--- src/rtl/pc_seq_pkg.sv ---
// Shared definitions for the program-counter sequencer: op encoding and widths.
// Imported by the sequencer top and by its return-address stack.
package pc_seq_pkg;

    localparam int OP_W = 3;

    typedef enum logic [OP_W-1:0] {
        OP_NOP  = 3'd0,
        OP_INC  = 3'd1,
        OP_JMP  = 3'd2,
        OP_BR   = 3'd3,
        OP_CALL = 3'd4,
        OP_RET  = 3'd5,
        OP_RSV6 = 3'd6,
        OP_RSV7 = 3'd7
    } op_e;

    // Reserved codes behave exactly like NOP.
    function automatic logic op_is_reserved(input logic [OP_W-1:0] op);
        return (op == OP_RSV6) || (op == OP_RSV7);
    endfunction

endpackage

--- src/rtl/pc_ras.sv ---
// Return-address stack: LIFO of ADDR_W-bit link addresses.
// Only the occupancy counter is reset; the storage array is left as-is.
module pc_ras
    import pc_seq_pkg::*;
#(
    parameter int ADDR_W    = 5,
    parameter int RAS_DEPTH = 4
) (
    input  logic              clk,
    input  logic              rst,
    input  logic              push,
    input  logic              pop,
    input  logic [ADDR_W-1:0] push_data,
    output logic [ADDR_W-1:0] top,
    output logic              full,
    output logic              empty
);

    localparam int CNT_W = $clog2(RAS_DEPTH + 1);
    localparam int IDX_W = (RAS_DEPTH > 1) ? $clog2(RAS_DEPTH) : 1;
    localparam logic [CNT_W-1:0] DEPTH_C = CNT_W'(RAS_DEPTH);
    localparam logic [CNT_W-1:0] ONE_C   = CNT_W'(1);
    localparam logic [CNT_W-1:0] ZERO_C  = CNT_W'(0);

    logic [ADDR_W-1:0] mem_r [RAS_DEPTH];
    logic [CNT_W-1:0]  count_r;
    logic [CNT_W-1:0]  top_cnt_s;
    logic [IDX_W-1:0]  top_idx_s;
    logic [IDX_W-1:0]  wr_idx_s;
    logic              full_s;
    logic              empty_s;
    logic              do_push_s;
    logic              do_pop_s;

    // Occupancy flags and guarded push/pop qualifiers.
    always_comb begin
        full_s    = (count_r == DEPTH_C);
        empty_s   = (count_r == ZERO_C);
        do_push_s = push && !full_s;
        do_pop_s  = pop && !empty_s;
        top_cnt_s = count_r - ONE_C;
        top_idx_s = top_cnt_s[IDX_W-1:0];
        wr_idx_s  = count_r[IDX_W-1:0];
    end

    // Storage write; a full stack never writes, so wr_idx_s stays in range.
    always_ff @(posedge clk) begin
        if (do_push_s) begin
            mem_r[wr_idx_s] <= push_data;
        end else begin
            mem_r[wr_idx_s] <= mem_r[wr_idx_s];
        end
    end

    // Occupancy counter; reset empties the stack so stale entries are unreachable.
    always_ff @(posedge clk) begin
        if (rst) begin
            count_r <= ZERO_C;
        end else if (do_push_s) begin
            count_r <= count_r + ONE_C;
        end else if (do_pop_s) begin
            count_r <= count_r - ONE_C;
        end else begin
            count_r <= count_r;
        end
    end

    assign top   = mem_r[top_idx_s];
    assign full  = full_s;
    assign empty = empty_s;

endmodule

--- src/rtl/pc_seq.sv ---
// Program-counter sequencer: op decode, next-PC adder, sticky wrap flag and
// stack-error pulse around a return-address stack.
module pc_seq
    import pc_seq_pkg::*;
#(
    parameter int ADDR_W    = 5,
    parameter int STEP      = 1,
    parameter int RAS_DEPTH = 4,
    parameter int RESET_VEC = 0
) (
    input  logic              clk,
    input  logic              rst,
    input  logic              en,
    input  logic [OP_W-1:0]   op,
    input  logic [ADDR_W-1:0] target,
    input  logic [ADDR_W-1:0] offset,
    input  logic              clr_wrap,
    output logic [ADDR_W-1:0] pc,
    output logic              wrapped,
    output logic              ras_full,
    output logic              ras_empty,
    output logic              ras_err
);

    localparam logic [ADDR_W:0]   STEP_C  = (ADDR_W + 1)'(STEP);
    localparam logic [ADDR_W-1:0] RESET_C = ADDR_W'(RESET_VEC);

    logic [ADDR_W-1:0] pc_r;
    logic              wrapped_r;
    logic              ras_err_r;

    logic [ADDR_W:0]   inc_sum_s;
    logic [ADDR_W:0]   br_sum_s;
    logic [ADDR_W-1:0] next_pc_s;
    logic              wrap_evt_s;
    logic              err_s;
    logic              push_s;
    logic              pop_s;
    logic [ADDR_W-1:0] ras_top_s;
    logic              ras_full_s;
    logic              ras_empty_s;

    // One extra bit on both adders: its MSB is the carry (or borrow when the
    // sign-extended offset is negative), the low bits are the wrapped result.
    always_comb begin
        inc_sum_s = {1'b0, pc_r} + STEP_C;
        br_sum_s  = {1'b0, pc_r} + {offset[ADDR_W-1], offset};
    end

    // Op decode; CALL uses the incremented PC only as link data, never as a wrap.
    always_comb begin
        next_pc_s  = pc_r;
        wrap_evt_s = 1'b0;
        err_s      = 1'b0;
        push_s     = 1'b0;
        pop_s      = 1'b0;
        if (en && !op_is_reserved(op)) begin
            case (op)
                OP_INC: begin
                    next_pc_s  = inc_sum_s[ADDR_W-1:0];
                    wrap_evt_s = inc_sum_s[ADDR_W];
                end
                OP_JMP: begin
                    next_pc_s = target;
                end
                OP_BR: begin
                    next_pc_s  = br_sum_s[ADDR_W-1:0];
                    wrap_evt_s = br_sum_s[ADDR_W];
                end
                OP_CALL: begin
                    if (!ras_full_s) begin
                        push_s    = 1'b1;
                        next_pc_s = target;
                    end else begin
                        err_s = 1'b1;
                    end
                end
                OP_RET: begin
                    if (!ras_empty_s) begin
                        pop_s     = 1'b1;
                        next_pc_s = ras_top_s;
                    end else begin
                        err_s = 1'b1;
                    end
                end
                default: begin
                    next_pc_s = pc_r;
                end
            endcase
        end else begin
            next_pc_s = pc_r;
        end
    end

    // PC, sticky wrap flag (set beats clear) and one-cycle error pulse.
    always_ff @(posedge clk) begin
        if (rst) begin
            pc_r      <= RESET_C;
            wrapped_r <= 1'b0;
            ras_err_r <= 1'b0;
        end else begin
            pc_r      <= next_pc_s;
            ras_err_r <= err_s;
            if (wrap_evt_s) begin
                wrapped_r <= 1'b1;
            end else if (clr_wrap) begin
                wrapped_r <= 1'b0;
            end else begin
                wrapped_r <= wrapped_r;
            end
        end
    end

    pc_ras #(
        .ADDR_W    (ADDR_W),
        .RAS_DEPTH (RAS_DEPTH)
    ) u_ras (
        .clk       (clk),
        .rst       (rst),
        .push      (push_s),
        .pop       (pop_s),
        .push_data (inc_sum_s[ADDR_W-1:0]),
        .top       (ras_top_s),
        .full      (ras_full_s),
        .empty     (ras_empty_s)
    );

    assign pc        = pc_r;
    assign wrapped   = wrapped_r;
    assign ras_err   = ras_err_r;
    assign ras_full  = ras_full_s;
    assign ras_empty = ras_empty_s;

endmodule

--- config.mk ---
export PLATFORM = sky130hd
export DESIGN_NAME = pc_seq
export DESIGN_NICKNAME = d
export VERILOG_FILES = /design/src/rtl/pc_seq_pkg.sv /design/src/rtl/pc_ras.sv /design/src/rtl/pc_seq.sv
export SDC_FILE = /design/constraint.sdc
export NUM_CORES = 1
export LEC_CHECK = 0
export CORE_ASPECT_RATIO = 0.7
export CORE_MARGIN = 3
export CORE_UTILIZATION = 35
export DETAILED_ROUTE_END_ITERATION = 16
export GPL_ROUTABILITY_DRIVEN = 0
export PLACE_DENSITY = 0.65
export REMOVE_ABC_BUFFERS = 1
export SETUP_SLACK_MARGIN = 0.15
export SLEW_MARGIN = 20
export SYNTH_ARGS = -nofsm -noshare
export SYNTH_HDL_FRONTEND = slang
export SYNTH_HIERARCHICAL = 1
export SYNTH_SLANG_ARGS = --single-unit
--- constraint.sdc ---
create_clock -name clk -period 2.3 [get_ports clk]
set_input_delay 0.46 -clock clk [delete_from_list [all_inputs] [get_ports clk]]
set_output_delay 0.46 -clock clk [all_outputs]
set_load 0.03 [all_outputs]
Word level (Yosys, flattened, before mapping)
Memories as Yosys holds them, arrays and structs flattened.
Index checks and enable logic that the tools add are counted.
{"block": "totals", "ff_bits": 10, "mem_bits_rw": 20, "out_inout_bits": 9, "memories": 1}
{"name": "u_ras.mem_r", "depth": 4, "width": 5, "read_ports": 1, "rd_ports_with_merged_regs": 0, "write_ports": 1, "line_no": "pc_ras.sv:25", "text": "logic [ADDR_W-1:0] mem_r [RAS_DEPTH];"}
{"block": "classes", "addsub": 4, "n_eq_ne": 11, "muxes": 22, "bitwise_logic": 2, "n_reduce_logical": 14}
{"op": "case mux 5 bit (5 select lines)", "count": 1}
{"op": "equality test 3 bit (second input constant)", "count": 5}
{"op": "2-to-1 mux 5 bit", "count": 3}
{"op": "2-to-1 mux 1 bit", "count": 14}
{"op": "adder 5 x 1 -> 6 bit (second input constant)", "count": 1}
{"op": "adder 5 x 6 -> 6 bit", "count": 1}
{"op": "equality test 3 x 2 -> 1 bit (second input constant)", "count": 2}
{"op": "2-to-1 mux 3 bit", "count": 2}
{"op": "nonzero test 5 bit", "count": 1}
{"op": "!= test 2 bit (second input constant)", "count": 2}
{"op": "case mux 1 bit (2 select lines)", "count": 2}
{"op": "AND reduction 4 bit", "count": 1}
{"op": "nonzero test 2 bit", "count": 2}
{"op": "adder 3 x 1 -> 3 bit (second input constant)", "count": 1}
{"op": "equality test 3 x 1 -> 1 bit (second input constant)", "count": 1}
{"op": "logical AND 1 bit", "count": 3}
{"op": "zero test 1 bit", "count": 3}
{"op": "zero test 3 bit", "count": 1}
{"op": "subtractor 3 x 1 -> 3 bit (second input constant)", "count": 1}
{"op": "AND reduction 2 bit", "count": 1}
{"op": "OR reduction 2 bit", "count": 1}
{"op": "logical OR 1 bit", "count": 1}
{"op": "!= test 0 bit", "count": 1}
{"op": "inverter 1 bit", "count": 1}
{"op": "OR 1 bit", "count": 1}

Logic depth before layout (Yosys ltp)
{"block": "logic_depth", "word_depth": 9, "depth_mapped": 9, "depth_no_buf": 8}

By module
The synthesis kept the hierarchy.
{"module": "pc_ras", "n_inst": 1, "cells_each": 58, "area_per_inst_um2": 999.7}
{"module": "pc_seq", "n_inst": 1, "cells_each": 100, "area_per_inst_um2": 853.3}

Worst setup path after synthesis
No wires, ideal clock.
{"block": "synth_path", "path_kind": "flip-flop to flip-flop", "startpoint": "register u_ras.count_r[0]", "endpoint": "memory u_ras.mem_r[0][0] (enable)", "setup_time_ps": 314, "arrival_ps": 1872, "t_required_ps": 1986, "path_slack_ps": 113, "stages_incl_launch_ff": 8, "synth_period_minus_slack_ps": 2187, "path_cell_list": "dfxtp_1 buf_2 inv_1 ha_1 and2_2 nor3_1 a21boi_2 and2_1"}
{"block": "synth_via", "elab_chain_len": 8}
{"element": "from (decl)", "line_no": "pc_ras.sv:26", "text": "logic [CNT_W-1:0] count_r;"}
{"element": "from (signal assigned)", "line_no": "pc_ras.sv:60", "text": "count_r <= count_r + ONE_C;"}
{"element": "from (signal assigned)", "line_no": "pc_ras.sv:62", "text": "count_r <= count_r - ONE_C;"}
{"element": "from (signal assigned)", "line_no": "pc_ras.sv:64", "text": "count_r <= count_r;"}
{"element": "equality test 3 bit (*)", "line_no": "pc_ras.sv:37", "text": "full_s = (count_r == DEPTH_C);"}
{"element": "named net ras_full", "line_no": "pc_seq.sv:20", "text": "output logic ras_full,"}
{"element": "2-to-1 mux 1 bit (*)", "line_no": "pc_seq.sv:71", "text": "if (!ras_full_s) begin"}
{"element": "2-to-1 mux 1 bit (*)", "line_no": "pc_seq.sv:58", "text": "case (op)"}
{"element": "2-to-1 mux 1 bit (*)", "line_no": "pc_seq.sv:57", "text": "if (en && !op_is_reserved(op)) begin"}
{"element": "named net push_s", "line_no": "pc_seq.sv:37", "text": "logic push_s;"}
{"element": "logical AND 1 bit (*)", "line_no": "pc_ras.sv:39", "text": "do_push_s = push && !full_s;"}
{"element": "2-to-1 mux 1 bit, on equally long branches", "line_no": "pc_ras.sv:48, pc_ras.sv:51"}
{"element": "2-to-1 mux 1 bit (not written as such) / AND reduction 2 bit (equally long branches)"}
{"element": "OR 1 bit (no source line) (*)"}
{"element": "to (decl)", "line_no": "pc_ras.sv:25"}
Mark *: on every way through the listed nets, which the timed path passes. The rest lies on a longest branch.

Worst setup path after layout
{"block": "layout_path", "startpoint": "input port offset[1]", "endpoint": "register pc_r[3] (netlist: pc[3])"}
{"block": "layout_via", "elab_chain_len": 2}
{"element": "from (decl)", "line_no": "pc_seq.sv:16", "text": "input logic [ADDR_W-1:0] offset,"}
{"element": "adder 5 x 6 -> 6 bit", "line_no": "pc_seq.sv:47", "text": "br_sum_s = {1'b0, pc_r} + {offset[ADDR_W-1], offset};"}
{"element": "case mux 5 bit (5 select lines)", "line_no": "pc_seq.sv:58"}
{"element": "to (signal assigned)", "line_no": "pc_seq.sv:102", "text": "pc_r <= next_pc_s;"}
{"element": "to (decl)", "line_no": "pc_seq.sv:28", "text": "logic [ADDR_W-1:0] pc_r;"}
No other way between the ends.
A chain may end at the register's enable or synchronous reset.

==> flow_summary.json <==
{
  "nets": 238,
  "final.min_clock_period_ns": 2.03,
  "synth_seq_area_share_pct": 43.2,
  "die_x_um": 93.0,
  "clk_pin_slew_ns": 0.06,
  "yosysUniqueCellTypes": 51,
  "via_per_inst": 5.05,
  "p_per_area_nw_per_um2": 548,
  "clockBufferDepth": 2,
  "grt_pass1_vias": 1417,
  "slowest_delay_ns": 0.45,
  "start_util_pct": 37.5,
  "dr.first_iter.drc_count": 46,
  "grt_max_degree": 11,
  "synth_cells": 158,
  "diodes": 0,
  "rsz0062_at_grt": "true",
  "hold_buffers": 0,
  "max_slew.worst_pin.slew_ns": 0.464,
  "vdd_drop_max_uv": 226,
  "startpoint_type": "input port",
  "crit_fanout": 2,
  "utilization_pct": 49.7,
  "antenna_left": 0,
  "die_area_sq_um": 6220,
  "synthArstFlopShare_pct": 0,
  "hold_path_class": "register to register",
  "drive_gt1_share_pct": 26.1,
  "cp_num_buf_inv": 1,
  "worstPathCellList": "clkdlybuf4s50_1 -> ha_1 -> a21o_1 -> a21oi_1 -> xnor2_1 -> a2111oi_1 -> nor3_1",
  "r2r_start": "u_ras/count_r[1]$_SDFFE_PP0P_",
  "hold_slack_ns": 0.537,
  "wl_mm": 4.38,
  "worstSetupEndpointType": "register",
  "arrival_ns": 2.18,
  "synth_edf_count": 20,
  "drv_cap": 0,
  "post-place-cells": 267,
  "synthFlopType": "edfxtp_1",
  "syn_area_per_cell_sq_um": 11.7,
  "fin_tns_setup_ns": 0,
  "hold_start": "u_ras/count_r[1]$_SDFFE_PP0P_",
  "core_sq_um": 4940,
  "worstPathRequired_ns": 2.45,
  "p_leak_uw": 0.000928,
  "power_uw": 1350,
  "status": "finished, final reports clean",
  "gr-usage-all-layers_pct": 15.2,
  "clkLatencyLatePin_ns": 0.28,
  "cts_inserted_buffers": 5,
  "antenna_found_initial": 0,
  "finalNonFillerCells": 276,
  "crit_family": "compound AO/OA/AOI/OAI gates",
  "io_buffers": 25,
  "setup_violations": 0,
  "slew_violations": 0,
  "finalClockSkew_ns": 0.00538,
  "dr.pass1.iters": 4,
  "dpl.hpwl_mm": 3.37,
  "yosys_warnings": 6,
  "die_h_um": 66.9,
  "clock-sinks": 30,
  "startpoint": "offset[1]",
  "wl_per_cell_um": 15.9,
  "ioPinCount": 26,
  "overflow": 0,
  "drc": 0,
  "hold_viol": 0,
  "slowest_stage": "clkdlybuf4s50_1",
  "synth-seq-cells": 30,
  "area_growth_pct": 32.5,
  "period_share_pct": 88.3,
  "path_class": "input port to register",
  "fmax_ghz": 0.492,
  "cts_tree": "built",
  "netlist_area_sq_um": 1850,
  "max_slew_margin_pct": 69.0,
  "grt_pass1_wl_mm": 7.13,
  "cts-root-buf": "clkbuf_8",
  "rows": 21,
  "dr_total_vias": 1393,
  "cts_max_level": 2
}
==> logic make-up after synthesis <==
logic type	share of synthesized area, %
muxes	10.4
adders and majority gates	10.5
DFF	43.2
xor gates and xnor gates	2.84
AOI/OAI and AO/OA	17.2
buffers and inverters	3.58
and+or+nand+nor	12.2
==> report_power, final <==
group | switching [uW] | leakage [uW] | internal (uW) | total, uW
Sequential | 10.0 | 0.000269 | 585 | 595
Combinational | 116 | 0.000602 | 113 | 229
Clock | 203 | 0.0000579 | 318 | 522
==> sequential cells by signal, summed over array words and instances, names as in the netlist <==
signal and count:
pc 5, wrapped 1, ras_err 1, u_ras/mem_r 20
u_ras/count_r 3
==> cell type report <==
cell class | count | area (sq um)
Clock inverter | 3 | 40.0
Multi-Input combinational cell | 115 | 1030
Fill cell | 473 | 2480
Tap cell | 69 | 86.3
Timing Repair Buffer | 45 | 399
Inverter | 9 | 33.8
Clock buffer | 5 | 68.8
Sequential cell | 30 | 801
==> layer usage <==
layer | vias to the layer above | global-route usage, % | wire, um
li1 | 702 | - | -
met3 | 2 | 3.84 | 309
met2 | 38 | 22.2 | 1800
met5 | - | 0 | 0
met4 | 0 | 3.66 | 4
met1 | 651 | 22.4 | 2270
==> metrics by stage <==
step	cell area, sq um	worst slack [ns]
3_5_place_dp	2300	-0.279
4_1_cts	2430	0.160
6_report	2460	0.268
2_1_floorplan	1820	0.0574
3_3_place_gp	2300	-0.239
5_1_grt	2460	0.138
==> cells in the mapped netlist, types with 2 or more instances <==
| library cell | count | share of area (%) |
|---|---|---|
| nor2_1 | 6 | 1.2 |
| o2bb2ai_1 | 2 | 0.95 |
| or3_1 | 3 | 1.0 |
| a21oi_1 | 6 | 1.6 |
| mux2i_1 | 8 | 4.3 |
| ha_1 | 14 | 9.5 |
| a31oi_1 | 3 | 1.0 |
| buf_6 | 2 | 1.2 |
| o22ai_1 | 3 | 1.0 |
| nand2_1 | 6 | 1.2 |
| a21o_1 | 3 | 1.2 |
| nand4_1 | 2 | 0.68 |
| a2111oi_0 | 2 | 0.95 |
| and2_1 | 4 | 1.4 |
| xnor2_1 | 5 | 2.4 |
| nor2b_1 | 2 | 0.68 |
| nand3_1 | 6 | 1.6 |
| dfxtp_1 | 10 | 11 |
| edfxtp_1 | 20 | 32 |
| o21ai_0 | 5 | 1.4 |
| inv_1 | 9 | 1.8 |
| nand2b_1 | 2 | 0.68 |
| mux4_2 | 5 | 6.1 |
| nor3_1 | 3 | 0.81 |
==> repair_timing <==
action / in CTS / in global routing
gates cloned: 0 / 0
setup endpoints to repair: 26 / 6
resized for setup: 9 / 8
pin swaps: 4 / 8
setup buffers: 1 / 0
endpoints found under the hold margin: 0 / 0
==> worst register-to-register path: stages, from the launching register on <==
cell       delay [ns]
dfxtp_1          0.38
inv_1            0.10
ha_2             0.44
mux4_2           0.32
mux2i_1          0.14
o2bb2ai_1        0.10
a2111oi_2        0.37
a211oi_2         0.06
==> final timing paths <==
check	end	slack, ns	cells after the start
worst max-delay path	pc[3]$_SDFFE_PP0P_	0.27	7
worst min-delay path	u_ras/count_r[1]$_SDFFE_PP0P_	0.54	2
worst max register to register	pc[4]$_SDFFE_PP0P_	0.28	7
worst min register to register	u_ras/count_r[1]$_SDFFE_PP0P_	0.54	2
==> cells in the final DEF (no fill, tap or decap), types with 5 or more instances in the layout <==
| cell | instances |
|---|---|
| clkdlybuf4s50_1 | 20 |
| buf_4 | 20 |
| edfxtp_1 | 20 |
| ha_1 | 11 |
| dfxtp_1 | 10 |
| inv_1 | 9 |
| mux2i_1 | 8 |
| nand2_1 | 6 |
| nor2_1 | 6 |
| nand3_1 | 5 |
| xnor2_1 | 5 |
| o21ai_0 | 5 |
| a21oi_1 | 5 |
| clkbuf_8 | 5 |
| mux4_2 | 5 |
(Power assumes the default switching activity.)
